File: src/rtl/sdram_arbit.sv
// SDRAM bus arbiter: init handoff, periodic auto-refresh, write/read grants and pin mux.
// Optional SDRAM_ARB_RR_EN: round-robin write/read tie-break instead of write-first.
module sdram_arbit #(
  parameter int REF_CNT_MAX = 780,
  parameter int TRP_CYC     = 2,
  parameter int TRFC_CYC    = 7
) (
  input  logic        sclk,
  input  logic        reset,
  input  logic        init_end,
  input  logic [3:0]  init_cmd,
  input  logic [11:0] init_addr,
  output logic        ref_req,
  input  logic        wr_req,
  output logic        wr_en,
  input  logic        flag_wr_end,
  input  logic [3:0]  wr_cmd,
  input  logic [11:0] wr_addr,
  input  logic [1:0]  wr_bank,
  input  logic [15:0] wr_data,
  input  logic        rd_req,
  output logic        rd_en,
  input  logic        flag_rd_end,
  input  logic [3:0]  rd_cmd,
  input  logic [11:0] rd_addr,
  input  logic [1:0]  rd_bank,
  output logic [3:0]  sdram_cmd,
  output logic [11:0] sdram_addr,
  output logic [1:0]  sdram_bank,
  output logic [15:0] sdram_dq_out,
  output logic        sdram_dq_oe
);

  localparam int REF_W     = $clog2(REF_CNT_MAX);
  localparam int AREF_LAST = TRP_CYC + 1 + TRFC_CYC;
  localparam int AREF_W    = $clog2(AREF_LAST + 1);

  localparam logic [3:0] CMD_NOP  = 4'b0111;
  localparam logic [3:0] CMD_PRE  = 4'b0010;
  localparam logic [3:0] CMD_AREF = 4'b0001;

  typedef enum logic [4:0] {
    S_INIT  = 5'b00001,
    S_ARBIT = 5'b00010,
    S_AREF  = 5'b00100,
    S_WRITE = 5'b01000,
    S_READ  = 5'b10000
  } state_t;

  state_t              state_q, state_d;
  logic [REF_W-1:0]    ref_cnt_q, ref_cnt_d;
  logic                ref_req_q, ref_req_d;
  logic [AREF_W-1:0]   aref_cnt_q, aref_cnt_d;
  logic                ref_wrap;
  logic                aref_done;
  logic                wr_wins;
`ifdef SDRAM_ARB_RR_EN
  logic                last_grant_q, last_grant_d;
`endif

  // NOTE: state registers use non-blocking assignments so every flop samples pre-edge values.
  always_ff @(posedge sclk or posedge reset) begin
    if (reset) begin
      state_q      <= S_INIT;
      ref_cnt_q    <= '0;
      ref_req_q    <= 1'b0;
      aref_cnt_q   <= '0;
`ifdef SDRAM_ARB_RR_EN
      last_grant_q <= 1'b1;
`endif
    end else begin
      state_q      <= state_d;
      ref_cnt_q    <= ref_cnt_d;
      ref_req_q    <= ref_req_d;
      aref_cnt_q   <= aref_cnt_d;
`ifdef SDRAM_ARB_RR_EN
      last_grant_q <= last_grant_d;
`endif
    end
  end

  // Refresh timer and the AREF sequence sub-counter.
  always_comb begin
    ref_wrap   = (state_q != S_INIT) && (ref_cnt_q == REF_W'(REF_CNT_MAX - 1));
    ref_cnt_d  = ref_cnt_q;
    if (state_q != S_INIT) ref_cnt_d = ref_wrap ? '0 : ref_cnt_q + 1'b1;

    aref_done  = (state_q == S_AREF) && (aref_cnt_q == AREF_W'(AREF_LAST));
    aref_cnt_d = ((state_q == S_AREF) && !aref_done) ? aref_cnt_q + 1'b1 : '0;

    // A wrap that lands while a request is still pending is simply absorbed.
    ref_req_d  = ref_req_q;
    if (aref_done)     ref_req_d = 1'b0;
    else if (ref_wrap) ref_req_d = 1'b1;
  end

  // NOTE: every output of a combinational block gets a default first, so no path infers a latch.
  always_comb begin
    state_d = state_q;
`ifdef SDRAM_ARB_RR_EN
    last_grant_d = last_grant_q;
    wr_wins      = wr_req && !(rd_req && last_grant_q);
`else
    wr_wins      = wr_req;
`endif
    unique case (state_q)
      S_INIT:  if (init_end) state_d = S_ARBIT;
      S_ARBIT: begin
        if (ref_req_q) begin
          state_d = S_AREF;
        end else if (wr_wins) begin
          state_d = S_WRITE;
`ifdef SDRAM_ARB_RR_EN
          last_grant_d = 1'b1;
`endif
        end else if (rd_req) begin
          state_d = S_READ;
`ifdef SDRAM_ARB_RR_EN
          last_grant_d = 1'b0;
`endif
        end
      end
      S_AREF:  if (aref_done)   state_d = S_ARBIT;
      S_WRITE: if (flag_wr_end) state_d = S_ARBIT;
      S_READ:  if (flag_rd_end) state_d = S_ARBIT;
      default: state_d = S_INIT;
    endcase
  end

  // Pin mux; reset forces NOP immediately instead of waiting for the init sequencer's command.
  always_comb begin
    sdram_cmd    = CMD_NOP;
    sdram_addr   = '0;
    sdram_bank   = '0;
    sdram_dq_out = '0;
    sdram_dq_oe  = 1'b0;
    if (!reset) begin
      unique case (state_q)
        S_INIT: begin
          sdram_cmd  = init_cmd;
          sdram_addr = init_addr;
        end
        S_AREF: begin
          if (aref_cnt_q == '0) begin
            sdram_cmd  = CMD_PRE;
            sdram_addr = 12'h400;
          end else if (aref_cnt_q == AREF_W'(TRP_CYC + 1)) begin
            sdram_cmd  = CMD_AREF;
          end
        end
        S_WRITE: begin
          sdram_cmd    = wr_cmd;
          sdram_addr   = wr_addr;
          sdram_bank   = wr_bank;
          sdram_dq_out = wr_data;
          sdram_dq_oe  = 1'b1;
        end
        S_READ: begin
          sdram_cmd  = rd_cmd;
          sdram_addr = rd_addr;
          sdram_bank = rd_bank;
        end
        default: ;
      endcase
    end
  end

  assign ref_req = ref_req_q;
  assign wr_en   = (state_q == S_WRITE);
  assign rd_en   = (state_q == S_READ);

endmodule
File: config.mk
export PLATFORM = sky130hd
export DESIGN_NAME = sdram_arbit
export DESIGN_NICKNAME = d
export VERILOG_FILES = /design/src/rtl/sdram_arbit.sv
export SDC_FILE = /design/constraint.sdc
export NUM_CORES = 1
export LEC_CHECK = 0
export BUFFER_PORTS_ARGS = -buffer_cell sky130_fd_sc_hd__buf_4
export CORE_UTILIZATION = 37
export DETAILED_ROUTE_END_ITERATION = 16
export PLACE_DENSITY = 0.71
export SYNTH_ARGS = -nofsm -noshare
export SYNTH_HDL_FRONTEND = slang
export SYNTH_SLANG_ARGS = --single-unit
File: constraint.sdc
create_clock -name sclk -period 3.75 [get_ports sclk]
set_input_delay 0.375 -clock sclk [delete_from_list [all_inputs] [get_ports sclk]]
set_output_delay 0.375 -clock sclk [all_outputs]
set_load 0.02 [all_outputs]
# Yosys cells after proc, flatten, opt, wreduce, memory -nomap -nowiden
# Index checks and enable logic that the tools add are counted.
dict set report word_totals {
  out_inout_bits 38
  reg_bits 20
}
dict set report op_classes {
  eq_ne 14
  reduce_logical 7
  n_addsub 2
  mux 25
}
# cell count
set ops {}
lappend ops {{12-bit case mux with 4 select lines} 1}
lappend ops {{5-bit 2-to-1 mux} 7}
lappend ops {{16-bit 2-to-1 mux} 2}
lappend ops {{5-bit case mux with 5 select lines} 1}
lappend ops {{4-bit case mux with 4 select lines} 1}
lappend ops {{12-bit 2-to-1 mux} 1}
lappend ops {{11-bit 2-to-1 mux} 1}
lappend ops {{10-bit by 1-bit adder with 10-bit output (second input constant)} 1}
lappend ops {{10-bit equality test (second input constant)} 1}
lappend ops {{10-bit 2-to-1 mux} 1}
lappend ops {{4-bit 2-to-1 mux} 2}
lappend ops {{3-bit 2-to-1 mux} 2}
lappend ops {{5-bit by 1-bit equality test with 1-bit output (second input constant)} 1}
lappend ops {{5-bit by 2-bit equality test with 1-bit output (second input constant)} 1}
lappend ops {{5-bit by 3-bit equality test with 1-bit output (second input constant)} 1}
lappend ops {{5-bit by 4-bit equality test with 1-bit output (second input constant)} 1}
lappend ops {{5-bit equality test (second input constant)} 1}
lappend ops {{5-bit by 1-bit inequality test with 1-bit output (second input constant)} 1}
lappend ops {{5-bit AND reduction} 1}
lappend ops {{4-bit by 1-bit adder with 4-bit output (second input constant)} 1}
lappend ops {{4-bit by 2-bit equality test with 1-bit output (second input constant)} 1}
lappend ops {{4-bit equality test (second input constant)} 1}
lappend ops {{4-bit zero test} 1}
lappend ops {{1-bit 2-to-1 mux} 4}
lappend ops {{other kinds (8)} 12}

# Logic depth before layout (Yosys ltp)
dict set report logic_depth {
  depth_word 5
  mapped_depth 7
  depth_no_buf 6
}

# Worst setup path after synthesis
# No wires, ideal clock.
dict set report synth_timing {
  path_type {flip-flop to output port}
  start {register state_q[3]}
  end {output sdram_addr[10]}
  arrival_ps 1678
  n_path_buf 1
  path_stages_with_launch 6
  setup_slack_ps 1697
  path_cell_list {dfrtp_1 or3_4 nor2_8 buf_4 a22oi_1 a21oi_1}
}
dict set report synth_via {
  elab_chain_cells 3
  word_cells_on_any_way 6
  cone_classes {eq/ne: 4; mux: 2}
}
# element line
set synth_rtl {}
lappend synth_rtl {{start, declared} 50} ;# state_t state_q, state_d;
lappend synth_rtl {{start signal, assigned} 72} ;# state_q <= state_d;
lappend synth_rtl {{5-bit equality test} -}
lappend synth_rtl {{named net rd_en} 22} ;# output logic rd_en,
lappend synth_rtl {{12-bit case mux with 4 select lines} 138} ;# unique case (state_q)
lappend synth_rtl {{12-bit 2-to-1 mux} 137} ;# if (!reset) begin
lappend synth_rtl {{end, declared} 28} ;# output logic [11:0] sdram_addr,
# The timed path passes the listed nets, and every way through them passes these cells.

# Worst setup path after layout
dict set report layout_timing {
  start {register state_q[4]}
  end {output sdram_bank[0]}
}
dict set report layout_via {
  elab_chain_cells 3
  word_cells_on_any_way 4
  cone_classes {eq/ne: 2; mux: 2}
}
# element line
set layout_rtl {}
lappend layout_rtl {{5-bit equality test / 5-bit by 4-bit equality test with 1-bit output (equally long branches)} 138}
lappend layout_rtl {{2-bit case mux with 2 select lines (*)} 138}
lappend layout_rtl {{2-bit 2-to-1 mux (*)} 137}
lappend layout_rtl {{end, declared} 29} ;# output logic [1:0] sdram_bank,
# Every way passes the cells marked *; elsewhere a longest branch is shown, timed or not.

==> results.md <==
* Share of synthesized flip-flops with an asynchronous set or reset at 100%
* Critical path startpoint: state_q[4]
* TritonRoute pass-1 iters at 5
* Input/output buffers at 112
* Clk Latency, worst-skew pair at 0.26 ns
* Post-synthesis instance area at 1580 um^2
* ANT nets after route at 0
* CP endpoint kind: output pin
* Number of setup buffers added after CTS at 0
* Layout cell share with drive strength beyond 1 at 44.6%
* DIE WIDTH at 67.3 um
* Total GRT Usage at 21.5%
* Total of hold buffers inserted after clock tree synthesis at 0
* Maximum VDD drop at 0.411 mV
* Leak pwr at 1.25 nW
* RePlAce Congestion at 0.812
* Cts repair resizes at 0
* Routed wire per std cell at 15.3 um
* Clock tree from TritonCTS: done
* H-tree lvl count at 1
* Result of the run: complete, no violations
* Number of fill cells in the layout at 382
* Worst min-delay path class: input pin to asynchronous set/reset pin
* Clock input transition at the sequential cells of the worst setup and hold paths at 0.07 ns
* Fin area at 2490 um^2
* Initial antenna violation count at 0
* Vertical extent of the die at 67.3 um
* Largest net degree at the start of global routing at 24
* Post-synthesis sequential element count at 20
* # Max-Cap Violations at 0
* Depth of the worst register-to-register path at 4
* Final Skew at 0.00118 ns
* Worst r2r src: state_q[3]
* Clock Sinks at 20
* Residual DRC count at 0
* Largest area contributor in the synthesized netlist: sky130_fd_sc_hd__dfrtp_1
* DR iter-0 viols at 102
* Maximum clock frequency at 0.348 GHz
* Worst flop-to-flop path endpoint: ref_cnt_q[5]
* Share of the clock period used by the worst path at 76.6%
* Ys flop type: sky130_fd_sc_hd__dfrtp_1
* Post-DP Area at 2430 um^2
* Critical path start-end classification: register to output pin
* Wire length of the first global-routing pass at 7.39 mm
* Top Ports at 113
* Detail-routed via count per cell at 5.40
* Commonest cells in the synthesized netlist: 21 x sky130_fd_sc_hd__nor2_1, 19 x sky130_fd_sc_hd__dfrtp_1, 18 x sky130_fd_sc_hd__and3_1, 13 x sky130_fd_sc_hd__a222oi_1, 11 x sky130_fd_sc_hd__nand2_1
* Inserted Diodes at 0
* Vias in the first global route at 1608
* Cell count after synthesis at 179
* Full die area at 4530 um^2
* Setup repair after global routing missed its margin: false
* Placeable Area at 4060 um^2
* Arrival time at the worst endpoint at 2.50 ns
* Via count at 1821
* Clock root buffer: sky130_fd_sc_hd__clkbuf_8
* Yosys Warn Count at 0
* Detailed placement HPWL at 3.97 mm
* Most used standard cell by instance count after synthesis: sky130_fd_sc_hd__nor2_1
* Share of the yosys chip area belonging to registers at 31.8%
* Headroom to the max-slew limit at 42.6%
* Average cell area after synthesis at 8.81 um^2
* Area fraction of the dominant cell type after synthesis at 30.1%
* NumNets Final at 367
* Pins over their slew limit at 0
* Final critical path time including I/O delays and setup at 2.87 ns
* Total wirelength of the detailed-routed design at 5.17 mm
* Rows at 23
* Overall overflow remaining after global route at 0
* Biggest area contributors in the synthesized netlist: sky130_fd_sc_hd__dfrtp_1 30%, sky130_fd_sc_hd__a222oi_1 8.2%, sky130_fd_sc_hd__and3_1 7.1%
* Total Power at 1.21 mW
* Number of clock buffers inserted by TritonCTS at 3
* Setup violation total in the final timing report at 0
* Post-route setup TNS at 0 ns
* Largest fanout of any net on the critical path at 20
* WP data required at 3.38 ns
* Signed area change from the synthesized netlist to the final layout at 57.7%
* Register-to-register setup slack at 1.68 ns
* Number of nets in the synthesized netlist at 258
* Power density of the placed cells at 485 nW/um^2
* Worst slew pin tran at 0.860 ns
* Kind of start point of the critical path: register
* Buffer depth of the longest clock path at 2
* EDFF count, synth at 0
* Final hold violation count at 0
* Distinct cells, synth at 49
* Initial standard-cell utilization of the core at 38.9%
-- cell type report --
type                       instances  area [um^2]  area share (%)
clock buffer                       4         55.1            2.21
inverter                           5         18.8           0.755
multi-input combinational        144          993            39.9
sequential                        20          502            20.2
tap                               50         62.6            2.52
timing repair buffer             114          856            34.4
-- worst max-delay path by stage --
stage / endpoint / cells after the start
2_1_floorplan: sdram_addr[10] / 5
3_3_place_gp: sdram_bank[0] / 6
3_5_place_dp: sdram_bank[0] / 6
4_1_cts: sdram_bank[0] / 6
5_1_grt: sdram_bank[0] / 6
6_report: sdram_bank[0] / 6
-- cells by family after synthesis --
| group | synth area share, % |
|---|---|
| AOI/OAI and AO/OA | 21.6 |
| xor gates and xnor gates | 4.44 |
| adders and majority gates | 3.17 |
| buffers and inverters | 5.23 |
| DFF | 31.8 |
| muxes | 0.634 |
| and+or+nand+nor | 33.1 |
-- per-layer routing --
layer,vias up,wire (um),GRT usage [%]
met3,5,403,3.38
li1,906,-,-
met1,846,2070,25.1
met4,0,64,7.18
met5,-,0,0
met2,64,2630,39.5
-- worst max-delay path, stage by stage (launching register included) --
cell and delay, ns:
sky130_fd_sc_hd__dfrtp_1 0.51, sky130_fd_sc_hd__nor3_2 0.38, sky130_fd_sc_hd__and2_1 0.65, sky130_fd_sc_hd__buf_4 0.31, sky130_fd_sc_hd__a22oi_1 0.10, sky130_fd_sc_hd__nor2_1 0.12, sky130_fd_sc_hd__buf_4 0.15
-- cells in the final DEF (no fill, tap or decap), drive strengths merged, types with 2 or more instances in the layout --
cell | netlist | layout
nor3b | 2 | 2
nand4 | 2 | 2
and3 | 18 | 18
ha | 4 | 4
nand3 | 8 | 8
nor3 | 6 | 6
o21ai | 7 | 7
a21oi | 5 | 5
nor2 | 23 | 23
dfrtp | 19 | 19
nor2b | 3 | 3
a41oi | 2 | 2
nand2 | 11 | 11
nor4b | 2 | 2
xnor2 | 4 | 4
inv | 5 | 5
nand3b | 3 | 3
or3 | 3 | 3
a222oi | 13 | 13
buf | 9 | 114
and2 | 2 | 2
xor2 | 4 | 4
a22oi | 4 | 4
clkbuf | 1 | 4
nand2b | 3 | 3
-- flip-flops by register name, summed over array words and instances, names as in the netlist --
signal and flops:
ref_cnt_q 10, state_q 5, aref_cnt_q 4, ref_req 1
-- power breakdown --
group,switching [mW],internal [mW]
registers,0.0875,0.276
clock network,0.0712,0.0935
logic,0.361,0.318
total,0.520,0.687
-- stage by stage --
| stage | setup slack (ns) | utilization, % | hold WS [ns] | std cells |
|---|---|---|---|---|
| 2_1_floorplan | 1.70 | - | 0.436 | 179 |
| 3_3_place_gp | 1.15 | 59.9 | 0.468 | 333 |
| 3_5_place_dp | 1.16 | 59.9 | 0.471 | 333 |
| 4_1_cts | 0.868 | 61.3 | 0.206 | 337 |
| 5_1_grt | 0.721 | 61.3 | 0.253 | 337 |
| 6_report | 0.878 | 61.3 | 0.207 | 337 |
Note: power is estimated with default switching activity, not from simulation.
